File: src/rtl/qu_fetch_ctrl.sv
// Qu instruction-fetch controller: PC sequencing, 1-cycle imem requests, 2-entry fetch queue to decode.
// Optional misaligned-redirect trap is built when QU_FETCH_MISALIGN_TRAP_EN is defined.
module qu_fetch_ctrl #(
    parameter int                  PC_WIDTH     = 12,
    parameter logic [PC_WIDTH-1:0] PC_RESET_VAL = {PC_WIDTH{1'b0}}
) (
    input  logic                clk,
    input  logic                rst,
    output logic                imem_req_o,
    output logic [PC_WIDTH-1:0] imem_addr_o,
    input  logic [31:0]         imem_rdata_i,
    output logic                instr_valid_o,
    input  logic                instr_ready_i,
    output logic [31:0]         instr_o,
    output logic [PC_WIDTH-1:0] pc_o,
    input  logic                redirect_i,
    input  logic [PC_WIDTH-1:0] redirect_pc_i,
    input  logic                halt_i,
    output logic                misalign_o
);

`ifdef QU_FETCH_MISALIGN_TRAP_EN
    typedef enum logic [1:0] {RUN = 2'd0, HALT = 2'd1, TRAP = 2'd2} state_t;
`else
    typedef enum logic [0:0] {RUN = 1'b0, HALT = 1'b1} state_t;
`endif

    state_t              state;
    logic [PC_WIDTH-1:0] pc;
    logic                inflight;
    logic [PC_WIDTH-1:0] inflight_pc;
    logic [31:0]         q_instr [2];
    logic [PC_WIDTH-1:0] q_pc    [2];
    logic                rd_ptr;
    logic                wr_ptr;
    logic [1:0]          count;

    logic                pop;
    logic                push;
    logic                issue;
    logic [PC_WIDTH-1:0] req_addr;
    logic [PC_WIDTH-1:0] target;
    logic                trapped;
    logic                bad_redirect;

`ifdef QU_FETCH_MISALIGN_TRAP_EN
    assign trapped      = (state == TRAP);
    assign target       = redirect_pc_i;
    assign bad_redirect = redirect_i && (redirect_pc_i[1:0] != 2'b00) && !trapped;
    assign misalign_o   = trapped;
`else
    assign trapped      = 1'b0;
    assign target       = redirect_pc_i & {{(PC_WIDTH-2){1'b1}}, 2'b00};
    assign bad_redirect = 1'b0;
    assign misalign_o   = 1'b0;
`endif

    // A redirect hides the queue head in the same cycle it flushes it.
    assign instr_valid_o = (count != 2'd0) && !redirect_i;
    assign instr_o       = q_instr[rd_ptr];
    assign pc_o          = q_pc[rd_ptr];
    assign pop           = instr_valid_o && instr_ready_i;
    assign push          = inflight && !redirect_i;
    assign imem_req_o    = issue;
    assign imem_addr_o   = req_addr;

    // Request decision: redirect target first, otherwise only if the queue can absorb the response.
    always_comb begin
        issue    = 1'b0;
        req_addr = pc;
        if (rst || trapped) begin
            issue = 1'b0;
        end else if (redirect_i) begin
            issue    = (state == RUN) && !halt_i && !bad_redirect;
            req_addr = target;
        end else begin
            issue = (state == RUN) && !halt_i &&
                    (({1'b0, count} + {2'b00, inflight}) < (3'd2 + {2'b00, pop}));
        end
    end

    // PC, in-flight tracking, fetch queue and run/halt/trap state.
    always_ff @(posedge clk) begin
        if (rst) begin
            state       <= RUN;
            pc          <= PC_RESET_VAL;
            inflight    <= 1'b0;
            inflight_pc <= {PC_WIDTH{1'b0}};
            q_instr[0]  <= 32'h0000_0000;
            q_instr[1]  <= 32'h0000_0000;
            q_pc[0]     <= {PC_WIDTH{1'b0}};
            q_pc[1]     <= {PC_WIDTH{1'b0}};
            rd_ptr      <= 1'b0;
            wr_ptr      <= 1'b0;
            count       <= 2'd0;
        end else begin
            inflight    <= issue;
            inflight_pc <= req_addr;

            if (issue) begin
                pc <= req_addr + PC_WIDTH'(4);
            end else if (redirect_i && !trapped) begin
                pc <= target;
            end else begin
                pc <= pc;
            end

            if (redirect_i) begin
                rd_ptr <= 1'b0;
                wr_ptr <= 1'b0;
                count  <= 2'd0;
            end else begin
                if (push) begin
                    q_instr[wr_ptr] <= imem_rdata_i;
                    q_pc[wr_ptr]    <= inflight_pc;
                    wr_ptr          <= ~wr_ptr;
                end
                if (pop) begin
                    rd_ptr <= ~rd_ptr;
                end
                count <= count + {1'b0, push} - {1'b0, pop};
            end

            case (state)
                RUN: begin
                    if (bad_redirect)         state <= state_t'(2'd2);
                    else if (halt_i && !issue) state <= HALT;
                    else                      state <= RUN;
                end
                HALT: begin
                    if (bad_redirect)   state <= state_t'(2'd2);
                    else if (!halt_i)   state <= RUN;
                    else                state <= HALT;
                end
`ifdef QU_FETCH_MISALIGN_TRAP_EN
                TRAP:    state <= TRAP;
`endif
                default: state <= RUN;
            endcase
        end
    end

endmodule
File: config.mk
export PLATFORM = sky130hd
export DESIGN_NAME = qu_fetch_ctrl
export DESIGN_NICKNAME = d
export VERILOG_FILES = /design/src/rtl/qu_fetch_ctrl.sv
export SDC_FILE = /design/constraint.sdc
export NUM_CORES = 1
export LEC_CHECK = 0
export BUFFER_PORTS_ARGS = -buffer_cell sky130_fd_sc_hd__buf_2
export CAP_MARGIN = 15
export CORE_UTILIZATION = 49
export DETAILED_ROUTE_END_ITERATION = 10
export PLACE_DENSITY = 0.75
export SLEW_MARGIN = 20
export SYNTH_ARGS = -nofsm -noshare
export SYNTH_HDL_FRONTEND = slang
export SYNTH_SLANG_ARGS = --single-unit
File: constraint.sdc
create_clock -name clk -period 4 [get_ports clk]
set_input_delay 1 -clock clk [delete_from_list [all_inputs] [get_ports clk]]
set_output_delay 1 -clock clk [all_outputs]
set_load 0.02 [all_outputs]
==> flow_summary_export.csv <==
group,metric,value,unit
outcome,outcome,"finished clean",
synth,syn_inst,380,
worst_setup_path,slowest_stage,"or4_4",
cts,cts.clk_slew.worst_paths,0.05,ns
synth,synth_edf_count,88,
cts,holdBufCountCts,0,
cts,cts_setup_buffers,0,
worst_setup_path,crit_path_frequent_cell,"ha_1",
synth,synthArstFlopShare,0,
worst_setup_path,slowest_delay,0.54,ns
worst_setup_path,cp_num_buf_inv,2,
job,cap_viol_max_count,0,
min_path,min_from,"pc[1]",
timing,rsz0062_at_grt,"false",
cts,cts_tree,"done",
layout,fin_nets,544,
synth,avgSynthCellArea,13.8,um2
worst_setup_path,endpoint_kind,"primary output",
global_routing,grt_antenna_before_repair,0,
power,p_leak,2.79,nW
synth,netlist_area,0.00525,mm2
drt,wl_met3,634,um
cts,cts_resized,0,
cts,cts_buffer_depth,2,
cts,cts-root-buf,"clkbuf_8",
timing,tns,0,ns
worst_setup_path,cp_num_cells,7,
timing,setup_viol,0,
synth,ys_ff_latch,119,
cts,cts_made_buffers,17,
worst_setup_path,cp-endpoint,"imem_req_o",
worst_setup_path,crit_fanout,12,
worst_setup_path,crit_chain,"ha_1, ha_1, nor2_1, a311oi_1, or4_4, inv_1, buf_2",
floorplanning,rows,37,
synth,synth_seq_area_share,0.622,
layout,num_antenna_cells,0,
synth,yosys.cell_types.count,41,
place,gp_congestion,0.839,
synth,yosysWarnings,0,
worst_setup_path,reg2reg_from,"inflight",
drt,drt-total-wl,9820,um
drt,route.detailed.wl_per_inst,15.4,um
global_routing,grt_use_total,0.187,
worst_setup_path,path_class,"flop to primary output",
worst_setup_path,arrival,2.48,ns
power,power_density,464,mW/mm2
timing,drv_slew,0,
timing,slew_headroom,0.479,
cts,clock_latency,0.50,ns
place,place_inst,607,
place,io_buffers,104,
drt,vias,3261,
worst_setup_path,reg2reg_slack,1.76,ns
floorplanning,die_y,105,um
synth,synthFlopType,"edfxtp_1",
drt,dr.pass1.iters,6,
worst_setup_path,r2r-end,"pc[9]",
global_routing,grt_pass1_vias,3230,
drt,via_per_inst,5.10,
synth,syn_nets,434,
layout,layout.cells.non_filler,639,
layout,drive_gt1_frac,0.410,
timing,period_share,0.870,
floorplanning,die_w,105,um
timing,period_needed,3.48,ns
drt,met2_length,4800,um
layout,fillers,829,
timing,finalClockSkew,0.00752,ns
power,peakVddDrop,256,uV
global_routing,overflow,0,
floorplanning,die-area,0.0111,mm2
drt,wl_met1,4250,um
worst_setup_path,ff2ff_path_depth,7,
floorplanning,core,0.0104,mm2
cts,htreeDepth,4,
worst_setup_path,crit_family,"simple AND/OR/NAND/NOR gates",
drt,routed.top_layer,"met4",
place,hpwl,6230,um
drt,drc_errors,0,
floorplanning,initial_core_util,0.506,
timing,max_freq,287,MHz
min_path,min_path_type,"flop to flop",
drt,final_antenna_net_count,0,
worst_setup_path,critPathLaunchType,"flop",
worst_setup_path,crit_required,3.00,ns
worst_setup_path,startpoint,"inflight",
timing,hold_viol_final,0,
layout,synthToLayoutAreaGrowth,23.3,%
layout,fin_util,0.624,
global_routing,grt_first_pass_wirelength,15700,um
global_routing,grt_max_degree,45,
place,dpl_cell_area,0.00594,mm2
timing,tightestPinTransition,0.780,ns
cts,cts_sinks,119,
layout,final_area,0.00647,mm2
drt,drtIter0Drc,144,
floorplanning,num_io_pins,108,
[registers in the layout, indices dropped and copies added (netlist names), named ones only]
register and count:
state 1, rd_ptr 1, count 2, q_pc 24
q_instr 64, pc 12, wr_ptr 1, inflight_pc 12
inflight 1
[logic make-up (layout without fill, tap and decap cells)]
group	Yosys count	after routing	share of synthesized area
AO/OA/AOI/OAI	13	13	0.0215
XOR/XNOR	8	8	0.0133
adder cells (fa/ha/maj)	5	5	0.0119
buffers and inverters	24	147	0.0212
flip-flops	119	119	0.622
multiplexers	73	73	0.155
other	1	1	0.000714
AND/OR/NAND/NOR	137	137	0.155
[cell usage after synthesis (all sizes together), types with 2 or more instances]
cell,n,area (um2)
and2,94,588
edfxtp,88,2640
mux2,60,683
dfxtp,31,621
nor2,14,52.6
mux2i,13,130
clkbuf,11,41.3
buf,10,58.8
nand2,9,33.8
ha,5,62.6
nor3,5,25.0
xnor2,5,43.8
nor2b,4,25.0
inv,3,11.3
xor2,3,26.3
a21o,2,15.0
a21oi,2,10.0
a31o,2,17.5
and4,2,17.5
nor3b,2,20.0
[worst reg2reg max path, stage by stage (launching register included)]
cell and delay, ns:
dfxtp_1 0.35, ha_1 0.21, ha_1 0.26, nor2_1 0.11, a311oi_1 0.07, or4_4 0.54
inv_1 0.23, mux2_2 0.36
[metrics by stage]
step           hold WS, ns  power (mW)  setup slack (ns)
5_1_grt              0.502        3.11             0.407
3_5_place_dp         0.464        1.68             0.569
3_3_place_gp         0.456        1.67             0.605
2_1_floorplan        0.436        1.59             0.153
4_1_cts              0.479        3.02             0.486
6_report             0.478        3.00             0.519
[layout by cell type, fill, tap and decap left out, types with 2 or more instances in the layout]
master     synthesis  routed
buf_4              1       7
buf_2              2     104
xor2_1             3       3
nor2_1            14      14
edfxtp_1          88      88
inv_1              3       3
clkbuf_8           0       5
clkbuf_16          0      17
dfxtp_1           31      30
mux2i_1           13      13
clkbuf_1          11       7
and2_1            94      94
mux2_2            58      58
clkinv_2           0       3
a21oi_1            2       2
xnor2_1            5       5
and4_1             2       2
nand2_1            9       9
nor3_1             5       5
a21o_1             2       2
nor2b_1            4       4
mux2_4             2       2
ha_1               5       5
[power breakdown]
part | switching, mW | internal [mW]
clock network | 0.482 | 0.861
logic | 0.149 | 0.105
registers | 0.0210 | 1.38
total | 0.652 | 2.35
[worst min path at each step]
stage | end | slack (ns) | cells past startpoint
floorplan | inflight_pc[0] | 0.44 | 1
global placement | pc[1] | 0.46 | 1
detailed placement | pc[1] | 0.46 | 1
CTS | inflight_pc[1] | 0.48 | 1
global route | pc[1] | 0.50 | 1
finish | pc[1] | 0.48 | 1
[area by class of cell]
class / instances / area (um2) / share of cell area
multi-input cells: 237 / 1900 / 0.293
inverters: 3 / 11.3 / 0.00174
clock buffers: 29 / 520 / 0.0804
flip-flops and latches: 119 / 3260 / 0.504
clock inverters: 3 / 15.0 / 0.00232
well taps: 136 / 170 / 0.0263
repair buffers: 112 / 593 / 0.0916
[metal layers]
layer | GRT usage | up-vias
met2 | 0.315 | 109
met1 | 0.231 | 1566
met4 | 0.0585 | 0
met5 | 0 | -
li1 | - | 1573
met3 | 0.0575 | 13
(Power assumes the default switching activity.)
